===== src/rtl/mem_port_arbiter_if.sv =====
// ---------------------------------------------------------------------------
// mem_port_arbiter_if
//   Bundles every handshake and RAM-side signal of mem_port_arbiter.
//   slave  : the arbiter's view (requests and ram_dout in; acks, data and
//            RAM strobes out).
//   master : the requester/RAM side view (mirror of slave).
//   Fetch port : if_req, if_addr -> if_ack, if_rdata, if_err
//   Data port  : d_req, d_we, d_size, d_signed, d_addr, d_wdata
//                -> d_ack, d_rdata, d_err
//   RAM side   : ram_enable, ram_rw, ram_addr, ram_din, ram_size <- ram_dout
// ---------------------------------------------------------------------------
interface mem_port_arbiter_if;
    logic        if_req;
    logic [8:0]  if_addr;
    logic        if_ack;
    logic [31:0] if_rdata;
    logic        if_err;

    logic        d_req;
    logic        d_we;
    logic [1:0]  d_size;
    logic        d_signed;
    logic [8:0]  d_addr;
    logic [31:0] d_wdata;
    logic        d_ack;
    logic [31:0] d_rdata;
    logic        d_err;

    logic        ram_enable;
    logic        ram_rw;
    logic [8:0]  ram_addr;
    logic [31:0] ram_din;
    logic [1:0]  ram_size;
    logic [31:0] ram_dout;

    modport slave (
        input  if_req, if_addr,
        input  d_req, d_we, d_size, d_signed, d_addr, d_wdata,
        input  ram_dout,
        output if_ack, if_rdata, if_err,
        output d_ack, d_rdata, d_err,
        output ram_enable, ram_rw, ram_addr, ram_din, ram_size
    );

    modport master (
        output if_req, if_addr,
        output d_req, d_we, d_size, d_signed, d_addr, d_wdata,
        output ram_dout,
        input  if_ack, if_rdata, if_err,
        input  d_ack, d_rdata, d_err,
        input  ram_enable, ram_rw, ram_addr, ram_din, ram_size
    );
endinterface


===== src/rtl/mem_port_arbiter.sv =====
// ---------------------------------------------------------------------------
// mem_port_arbiter
//   Shares one single-ported, byte-addressed, big-endian 512-byte RAM between
//   the instruction-fetch port and the load/store port. Each grant becomes a
//   single RAM access: IDLE (arbitrate + latch) -> ACCESS (one-cycle strobe)
//   -> RESP (ack with extended read data). A request failing its alignment
//   check skips ACCESS and pulses err from RESP instead.
//
// Ports
//   clk    : clock, all state on the rising edge
//   reset  : synchronous, active-high reset
//   io_bus : mem_port_arbiter_if.slave (fetch port, data port, RAM side)
//
// Parameters
//   STARVE_MAX : consecutive data grants allowed while a fetch waits
//
// Configuration macro
//   MEM_ARB_ALIGN_CHECK_EN : defined   -> misaligned/reserved-size requests
//                                         return if_err/d_err, no access
//                            undefined -> addresses forced aligned, size 11
//                                         treated as word, err tied to 0
// ---------------------------------------------------------------------------
module mem_port_arbiter #(
    parameter int STARVE_MAX = 2
) (
    input  logic               clk,
    input  logic               reset,
    mem_port_arbiter_if.slave  io_bus
);

    localparam int SW = (STARVE_MAX < 1) ? 1 : $clog2(STARVE_MAX + 1);
    localparam logic [SW-1:0] STARVE_LIM = SW'(STARVE_MAX);

    typedef enum logic [1:0] {
        ST_IDLE   = 2'b00,
        ST_ACCESS = 2'b01,
        ST_RESP   = 2'b10
    } state_t;

    state_t        r_state;
    state_t        w_state_nxt;

    logic [SW-1:0] r_starve;
    logic          w_grant_i;
    logic          w_grant_d;

    logic [8:0]    w_raw_addr;
    logic [1:0]    w_raw_size;
    logic          w_raw_we;
    logic          w_raw_signed;
    logic [31:0]   w_raw_wdata;

    logic [8:0]    w_sel_addr;
    logic [1:0]    w_sel_size;
    logic          w_sel_err;

    logic          r_port_i;
    logic          r_we;
    logic [1:0]    r_size;
    logic          r_signed;
    logic [8:0]    r_addr;
    logic [31:0]   r_wdata;
`ifdef MEM_ARB_ALIGN_CHECK_EN
    logic          r_err;
`endif

`ifdef MEM_ARB_ALIGN_CHECK_EN
    // 1 when the address does not meet the natural alignment of the size,
    // or the size code is the reserved 11.
    function automatic logic f_misaligned(input logic [8:0] addr, input logic [1:0] size);
        logic bad;
        case (size)
            2'b00:   bad = 1'b0;
            2'b01:   bad = addr[0];
            2'b10:   bad = (addr[1:0] != 2'b00);
            default: bad = 1'b1;
        endcase
        return bad;
    endfunction
`else
    // Clears the low address bits that the access size cannot use.
    function automatic logic [8:0] f_force_align(input logic [8:0] addr, input logic [1:0] size);
        logic [8:0] res;
        case (size)
            2'b00:   res = addr;
            2'b01:   res = {addr[8:1], 1'b0};
            default: res = {addr[8:2], 2'b00};
        endcase
        return res;
    endfunction
`endif

    // Sign- or zero-extends right-justified RAM data to 32 bits.
    function automatic logic [31:0] f_extend(input logic [31:0] raw, input logic [1:0] size,
                                             input logic sgn);
        logic [31:0] res;
        case (size)
            2'b00:   res = {{24{sgn & raw[7]}}, raw[7:0]};
            2'b01:   res = {{16{sgn & raw[15]}}, raw[15:0]};
            default: res = raw;
        endcase
        return res;
    endfunction

    // Arbitration: data first, fetch when alone or when the starvation limit is hit.
    always_comb begin
        w_grant_i = 1'b0;
        w_grant_d = 1'b0;
        if (r_state == ST_IDLE) begin
            if (io_bus.if_req && (!io_bus.d_req || (r_starve >= STARVE_LIM))) begin
                w_grant_i = 1'b1;
            end else if (io_bus.d_req) begin
                w_grant_d = 1'b1;
            end else begin
                w_grant_i = 1'b0;
            end
        end else begin
            w_grant_d = 1'b0;
        end
    end

    // Select the winning port's request fields; fetches are always word reads.
    always_comb begin
        if (w_grant_i) begin
            w_raw_addr   = io_bus.if_addr;
            w_raw_size   = 2'b10;
            w_raw_we     = 1'b0;
            w_raw_signed = 1'b0;
            w_raw_wdata  = 32'h0000_0000;
        end else begin
            w_raw_addr   = io_bus.d_addr;
            w_raw_size   = io_bus.d_size;
            w_raw_we     = io_bus.d_we;
            w_raw_signed = io_bus.d_signed;
            w_raw_wdata  = io_bus.d_we ? io_bus.d_wdata : 32'h0000_0000;
        end
    end

    // Alignment handling: either flag the request or silently align it.
    always_comb begin
`ifdef MEM_ARB_ALIGN_CHECK_EN
        w_sel_err  = f_misaligned(w_raw_addr, w_raw_size);
        w_sel_addr = w_raw_addr;
        w_sel_size = w_raw_size;
`else
        w_sel_err  = 1'b0;
        w_sel_addr = f_force_align(w_raw_addr, w_raw_size);
        w_sel_size = (w_raw_size == 2'b11) ? 2'b10 : w_raw_size;
`endif
    end

    // FSM state register.
    always_ff @(posedge clk) begin
        if (reset) begin
            r_state <= ST_IDLE;
        end else begin
            r_state <= w_state_nxt;
        end
    end

    // FSM next-state logic; a failed check goes straight to RESP to pulse err.
    always_comb begin
        w_state_nxt = r_state;
        case (r_state)
            ST_IDLE: begin
                if (w_grant_i || w_grant_d) begin
                    w_state_nxt = w_sel_err ? ST_RESP : ST_ACCESS;
                end else begin
                    w_state_nxt = ST_IDLE;
                end
            end
            ST_ACCESS: w_state_nxt = ST_RESP;
            ST_RESP:   w_state_nxt = ST_IDLE;
            default:   w_state_nxt = ST_IDLE;
        endcase
    end

    // Latch the granted request so later requester changes are ignored.
    always_ff @(posedge clk) begin
        if (reset) begin
            r_port_i <= 1'b0;
            r_we     <= 1'b0;
            r_size   <= 2'b00;
            r_signed <= 1'b0;
            r_addr   <= 9'h000;
            r_wdata  <= 32'h0000_0000;
`ifdef MEM_ARB_ALIGN_CHECK_EN
            r_err    <= 1'b0;
`endif
        end else if (w_grant_i || w_grant_d) begin
            r_port_i <= w_grant_i;
            r_we     <= w_raw_we;
            r_size   <= w_sel_size;
            r_signed <= w_raw_signed;
            r_addr   <= w_sel_addr;
            r_wdata  <= w_raw_wdata;
`ifdef MEM_ARB_ALIGN_CHECK_EN
            r_err    <= w_sel_err;
`endif
        end else begin
            r_port_i <= r_port_i;
        end
    end

    // Starvation counter: saturating count of data grants made while a fetch waits.
    always_ff @(posedge clk) begin
        if (reset) begin
            r_starve <= {SW{1'b0}};
        end else if (w_grant_i) begin
            r_starve <= {SW{1'b0}};
        end else if (w_grant_d && io_bus.if_req && (r_starve < STARVE_LIM)) begin
            r_starve <= r_starve + SW'(1);
        end else begin
            r_starve <= r_starve;
        end
    end

    // FSM outputs: RAM strobe in ACCESS, ack/err with read data in RESP.
    // Read data is taken straight from ram_dout, which is valid in RESP.
    always_comb begin
        io_bus.ram_enable = 1'b0;
        io_bus.ram_rw     = 1'b0;
        io_bus.ram_addr   = 9'h000;
        io_bus.ram_din    = 32'h0000_0000;
        io_bus.ram_size   = 2'b00;
        io_bus.if_ack     = 1'b0;
        io_bus.if_rdata   = 32'h0000_0000;
        io_bus.if_err     = 1'b0;
        io_bus.d_ack      = 1'b0;
        io_bus.d_rdata    = 32'h0000_0000;
        io_bus.d_err      = 1'b0;
        case (r_state)
            ST_ACCESS: begin
                io_bus.ram_enable = 1'b1;
                io_bus.ram_rw     = ~r_we;
                io_bus.ram_addr   = r_addr;
                io_bus.ram_din    = r_wdata;
                io_bus.ram_size   = r_size;
            end
            ST_RESP: begin
`ifdef MEM_ARB_ALIGN_CHECK_EN
                if (r_err) begin
                    io_bus.if_err = r_port_i;
                    io_bus.d_err  = ~r_port_i;
                end else
`endif
                if (r_port_i) begin
                    io_bus.if_ack   = 1'b1;
                    io_bus.if_rdata = io_bus.ram_dout;
                end else begin
                    io_bus.d_ack   = 1'b1;
                    io_bus.d_rdata = r_we ? 32'h0000_0000
                                          : f_extend(io_bus.ram_dout, r_size, r_signed);
                end
            end
            default: begin
                io_bus.ram_enable = 1'b0;
            end
        endcase
    end

endmodule


===== src/flat_wrapper.sv =====
// flat-port wrapper written by rule: the top's interface ports become plain ports
module mem_port_arbiter_flat 
#(
    parameter int STARVE_MAX = 2
)
  (clk, reset, io_bus_if_req, io_bus_if_addr, io_bus_d_req, io_bus_d_we, io_bus_d_size, io_bus_d_signed, io_bus_d_addr, io_bus_d_wdata, io_bus_ram_dout, io_bus_if_ack, io_bus_if_rdata, io_bus_if_err, io_bus_d_ack, io_bus_d_rdata, io_bus_d_err, io_bus_ram_enable, io_bus_ram_rw, io_bus_ram_addr, io_bus_ram_din, io_bus_ram_size);
  mem_port_arbiter_if io_bus_i ();
  input  logic clk;
  input  logic reset;
  input wire logic [$bits(io_bus_i.if_req)-1:0] io_bus_if_req;
  input wire logic [$bits(io_bus_i.if_addr)-1:0] io_bus_if_addr;
  input wire logic [$bits(io_bus_i.d_req)-1:0] io_bus_d_req;
  input wire logic [$bits(io_bus_i.d_we)-1:0] io_bus_d_we;
  input wire logic [$bits(io_bus_i.d_size)-1:0] io_bus_d_size;
  input wire logic [$bits(io_bus_i.d_signed)-1:0] io_bus_d_signed;
  input wire logic [$bits(io_bus_i.d_addr)-1:0] io_bus_d_addr;
  input wire logic [$bits(io_bus_i.d_wdata)-1:0] io_bus_d_wdata;
  input wire logic [$bits(io_bus_i.ram_dout)-1:0] io_bus_ram_dout;
  output wire logic [$bits(io_bus_i.if_ack)-1:0] io_bus_if_ack;
  output wire logic [$bits(io_bus_i.if_rdata)-1:0] io_bus_if_rdata;
  output wire logic [$bits(io_bus_i.if_err)-1:0] io_bus_if_err;
  output wire logic [$bits(io_bus_i.d_ack)-1:0] io_bus_d_ack;
  output wire logic [$bits(io_bus_i.d_rdata)-1:0] io_bus_d_rdata;
  output wire logic [$bits(io_bus_i.d_err)-1:0] io_bus_d_err;
  output wire logic [$bits(io_bus_i.ram_enable)-1:0] io_bus_ram_enable;
  output wire logic [$bits(io_bus_i.ram_rw)-1:0] io_bus_ram_rw;
  output wire logic [$bits(io_bus_i.ram_addr)-1:0] io_bus_ram_addr;
  output wire logic [$bits(io_bus_i.ram_din)-1:0] io_bus_ram_din;
  output wire logic [$bits(io_bus_i.ram_size)-1:0] io_bus_ram_size;
  assign io_bus_i.if_req = io_bus_if_req;
  assign io_bus_i.if_addr = io_bus_if_addr;
  assign io_bus_i.d_req = io_bus_d_req;
  assign io_bus_i.d_we = io_bus_d_we;
  assign io_bus_i.d_size = io_bus_d_size;
  assign io_bus_i.d_signed = io_bus_d_signed;
  assign io_bus_i.d_addr = io_bus_d_addr;
  assign io_bus_i.d_wdata = io_bus_d_wdata;
  assign io_bus_i.ram_dout = io_bus_ram_dout;
  assign io_bus_if_ack = io_bus_i.if_ack;
  assign io_bus_if_rdata = io_bus_i.if_rdata;
  assign io_bus_if_err = io_bus_i.if_err;
  assign io_bus_d_ack = io_bus_i.d_ack;
  assign io_bus_d_rdata = io_bus_i.d_rdata;
  assign io_bus_d_err = io_bus_i.d_err;
  assign io_bus_ram_enable = io_bus_i.ram_enable;
  assign io_bus_ram_rw = io_bus_i.ram_rw;
  assign io_bus_ram_addr = io_bus_i.ram_addr;
  assign io_bus_ram_din = io_bus_i.ram_din;
  assign io_bus_ram_size = io_bus_i.ram_size;
  mem_port_arbiter #(.STARVE_MAX(STARVE_MAX)) u_core (.clk(clk), .reset(reset), .io_bus(io_bus_i));
endmodule

===== config.mk =====
export PLATFORM = sky130hd
export DESIGN_NAME = mem_port_arbiter_flat
export DESIGN_NICKNAME = d
export VERILOG_FILES = /design/src/rtl/mem_port_arbiter_if.sv /design/src/rtl/mem_port_arbiter.sv /design/src/flat_wrapper.sv
export SDC_FILE = /design/constraint.sdc
export NUM_CORES = 1
export LEC_CHECK = 0
export CAP_MARGIN = 20
export CORE_UTILIZATION = 36
export DETAILED_ROUTE_END_ITERATION = 7
export PLACE_DENSITY = 0.84
export SLEW_MARGIN = 20
export SYNTH_ARGS = -nofsm -noshare
export SYNTH_HDL_FRONTEND = slang
export SYNTH_SLANG_ARGS = --single-unit

===== constraint.sdc =====
create_clock -name clk -period 1.9 [get_ports clk]
set_input_delay 0.38 -clock clk [delete_from_list [all_inputs] [get_ports clk]]
set_output_delay 0.38 -clock clk [all_outputs]
set_load 0.02 [all_outputs]

# After elaboration in Yosys (flattened, before gate mapping)
# Index checks and enable logic that the tools add are counted.
# totals
ff_bits	50
output_inout_bits	113
# op_classes
n_mux	30
eq_ne	5
order_cmp	2
reduce_logical	10
add_sub_neg	1
bitwise	3
# op_table
op	n
$mux 32	8
$pmux 32 s2	1
$mux 9	2
$mux 1	14
$pmux 2 s2	2
$eq 2x1->1 const B	3
$logic_not 2->1	3
$mux 2	3
$eq 2x2->1 const B	2
$logic_and 1x1->1	3
$add 2x1->2 const B	1
$and 1x1->1	2
$ge 2x2->1 const B	1
$logic_or 1x1->1	2
$lt 2x2->1 const B	1
$reduce_or 2->1	1
$logic_not 1->1	1
$not 1->1	1

# Logic depth before layout (Yosys ltp)
# Gate-level depths: netlist of the first run.
# logic_depth
depth_word	8
mapped_depth	6
depth_no_buf	5

# Least setup slack after synthesis of the first run
# OpenSTA, ideal clock, no wires.
# synth_timing
kind	reg2out
from	register u_core.r_state[0]
to	output io_bus_d_rdata[19]
t_required_ps	1520
setup_slack_ps	-66
arrival_time_ps	1586
n_path_buf	2
stages_incl_launch_ff	6
path_cell_list	dfxtp_1 nand2b_1 or3_1 buf_2 buf_6 nor3_1
# synth_between
elab_chain_len	2
# synth_lines
element	line_no	source
from (decl)	mem_port_arbiter.sv:40	state_t r_state;
from (signal assigned)	mem_port_arbiter.sv:157	r_state <= w_state_nxt;
$eq 2x2->1	mem_port_arbiter.sv:232	case (r_state)
$mux 32	mem_port_arbiter.sv:232	
to (decl)	flat_wrapper.sv:23	output wire logic [$bits(io_bus_i.d_rdata)-1:0] io_bus_d_rdata;
# Every way passes these cells.

# Worst setup path in the final report of the first run
# layout_timing
from	register u_core.r_state[0]
to	output io_bus_d_rdata[21]
# The elaborated chain is that of the path after synthesis.

==> results.tsv, run 1 <==
stage	metric	value	unit
floorplanning	floorplan.initialDensity	37.4	%
power	peakVddDrop	0.373	mV
floorplanning	die_y	94.4	um
setup_path	critPathTopFamily	simple AND/OR/NAND/NOR gates	
floorplanning	ios	203	
sta	setup_ws	-184	ps
power	leakage	2.39	nW
setup_path	slowest_stage	or3_4	
status	violations	negative setup slack	
sta	max_freq	480	MHz
synth	yosys_register_bits	50	
sta	worst_pin_slew	593	ps
global_route	grt.met1_usage	28.2	%
cells_and_area	area_growth	89.9	%
job	cap_violations	0	
floorplanning	die_w	94.4	um
routing	wl_per_cell	18.2	um
synth	ys_types	36	
min_path	hold_path_class	reg -> reg	
status	outcome	complete, but fails checks	
power	p_sw_share	31.9	%
setup_path	crit_buf_inv	2	
power	power.density	474	nW/um^2
setup_path	critPathKind	reg -> out	
sta	slew_violations	0	
cells_and_area	n_fill_cell	591	
sta	slew_headroom	60.4	%
cts	cts_max_level	2	
power	clkPwrFrac	24.2	%
setup_path	critical-path-max-stage-delay	340	ps
synth	syn_area_per_cell	7.53	sq um
sta	hold_violations	0	
global_route	met2_usage	49.3	%
power	power	2.76	mW
cts	postCtsHoldBufs	0	
global_route	track_usage	26.2	%
setup_path	critPathMaxFanout	24	
routing	drtIter0Drc	170	
routing	viasPerCell	5.49	
cts	cts_buffer_depth	2	
routing	vias	3944	
sta	rsz0062_at_grt	true	
cts	insertion_delay	310	ps
setup_path	r2r_slack	90	ps
setup_path	path_cells	nand2b_4 -> or3_4 -> buf_12 -> nor3_1 -> buf_2	
cells_and_area	layout_common_cells	clkdlybuf4s50_1 (84), buf_6 (83), and2_4 (60)	
cts	cts_tree	built	
place	port_buffers	198	
setup_path	crit_arrival	1700	ps
floorplanning	core_area	8220	sq um
global_route	grt_max_degree	34	
cts	clkTransAtPathRegs	100	ps
sta	fin_crit	2080	ps
floorplanning	row_count	33	
global_route	antenna_found_initial	2	
cells_and_area	layout_commonest_cell	clkdlybuf4s50_1	
global_route	met3_usage	4.91	%
cells_and_area	nets	702	
routing	routed_wl	13100	um
sta	setup_viol	42	
setup_path	worst_ep_required_time	1520	ps
cells_and_area	instances_no_fill	719	
synth	yosysSeqAreaShare	32.6	%
place	routabilityCongestion	0.865	
place	hpwlAfterDp	8610	um
setup_path	endpoint_kind	output port	
setup_path	start_kind	register	
power	p_switching	882	uW
cts	root_buffer	clkbuf_8	
global_route	first_global_vias	3708	
routing	drtAntennaViolNets	0	
sta	fin_skew	9.66	ps
cts	cts_inserted_buffers	5	
global_route	grt.busiest_layer	met2	
cells_and_area	layout-drive-gt1-share	43.1	%
sta	fin_tns_setup	-2890	ps
power	p_comb_share	34.5	%
routing	detail_route.first_pass.iterations	4	
synth	yosysWarnings	0	
sta	timing.final.crit_share	110	%
global_route	grt-ovfl-total	0	
power	seq_power_share	41.3	%
floorplanning	die-area	8900	sq um
global_route	grt_pass1_wl	18300	um
place	dpl.cell_count	697	
cts	cts.sink_count	50	
synth	synth_area	3070	sq um
power	intPower	1.88	mW
synth	syn_inst	408	
routing	drc	0	
power by group through the flow:
stage               clock, mW  combinational, mW  sequential, mW
floorplan                   0              0.386            1.15
global placement            0              0.779            1.15
detailed placement          0              0.801            1.16
CTS                     0.677              0.861            1.14
global route            0.716               1.01            1.15
finish                  0.668              0.954            1.14
path summary, 6_finish.rpt:
check | startpoint | end | cells past startpoint
max | u_core.r_state[0]$_SDFF_PP0_ | io_bus_d_rdata[21] | 5
min | u_core.r_wdata[22]$_SDFFE_PP0P_ | u_core.r_wdata[22]$_SDFFE_PP0P_ | 2
max reg2reg | u_core.r_starve[1]$_SDFFE_PP0P_ | u_core.r_addr[6]$_SDFFE_PP0P_ | 4
min reg2reg | u_core.r_wdata[22]$_SDFFE_PP0P_ | u_core.r_wdata[22]$_SDFFE_PP0P_ | 2
repair_timing:
item / 4_1_cts / 5_1_grt
buffers inserted: 9 / 0
pin swaps: 2 / 26
gates resized for setup: 553 / 178
setup endpoints to repair: 114 / 111
gates cloned: 4 / 3
endpoints found under the hold margin: 0 / 0
cell type report:
class / instances / area [sq um] / area share, %
Inverter: 4 / 17.5 / 0.300
Antenna cell: 2 / 5.00 / 0.0858
Tap cell: 105 / 131 / 2.25
Clock buffer: 7 / 86.3 / 1.48
Sequential cell: 50 / 1000 / 17.2
Multi-Input combinational cell: 308 / 2200 / 37.7
Timing Repair Buffer: 242 / 2380 / 40.9
Clock inverter: 1 / 8.76 / 0.150
layer usage:
| layer | wire (um) | vias up |
|---|---|---|
| met5 | 0 | - |
| met4 | 432 | 0 |
| met3 | 930 | 31 |
| met2 | 6910 | 173 |
| met1 | 4820 | 1888 |
| li1 | - | 1852 |
cells by family after synthesis:
group	share of synthesized area, %
compound gates	19.4
simple gates	39.5
fa+ha+maj	0.407
other cells	0.122
buf+inv	7.21
flops	32.6
mux	0.693
flip-flops by register name (all words and copies together) (netlist names):
signal	cells
u_core.r_we	1
u_core.r_signed	1
u_core.r_port_i	1
u_core.r_starve	2
u_core.r_wdata	32
u_core.r_addr	9
u_core.r_size	2
u_core.r_state	2
cells in the mapped netlist, drive strengths merged:
| cell type | count | area, sq um |
|---|---|---|
| and2 | 83 | 519 |
| a21oi | 54 | 270 |
| dfxtp | 50 | 1000 |
| o21ai | 44 | 220 |
| clkbuf | 35 | 133 |
| nand4 | 33 | 206 |
| nor3 | 18 | 120 |
| nor2b | 17 | 106 |
| buf | 12 | 73.8 |
| nor2 | 12 | 45.0 |
| a2111oi | 7 | 61.3 |
| nor4 | 7 | 43.8 |
| nor4b | 7 | 61.3 |
| inv | 4 | 15.0 |
| a31o | 3 | 26.3 |
| nand2b | 3 | 18.8 |
| nand3 | 3 | 15.0 |
| nand4b | 2 | 17.5 |
| nor3b | 2 | 20.0 |
| or2 | 2 | 12.5 |
| a32o | 1 | 10.0 |
| a41oi | 1 | 8.76 |
| and3b | 1 | 8.76 |
| conb | 1 | 3.75 |
| ha | 1 | 12.5 |
| mux2 | 1 | 11.3 |
| mux2i | 1 | 10.0 |
| nand2 | 1 | 3.75 |
| or3 | 1 | 6.26 |
| or3b | 1 | 8.76 |
metrics by stage:
stage	area (sq um)	util, %	setup slack, ps	hold WS, ps
2_1_floorplan	3070	-	-66.3	445
3_3_place_gp	5270	64.1	-542	457
3_5_place_dp	5270	64.1	-629	462
4_1_cts	5330	64.9	-135	475
5_1_grt	5830	71.0	-265	502
6_report	5830	71.0	-184	475
worst register-to-register path, delay by kind of cell (launching register included):
kind	cells	cell delay (ps)
adder cells (fa/ha/maj)	1	280
AO/OA/AOI/OAI	1	430
AND/OR/NAND/NOR	2	580
flip-flops	1	390
No activity file was read; power rests on OpenSTA's default activity.
==> run 2: changes to the inputs <==
SLEW_MARGIN = 30   (was 20)
==> results of run 2 <==
No change in the layout: final DEF, timing and power equal those of run 1.
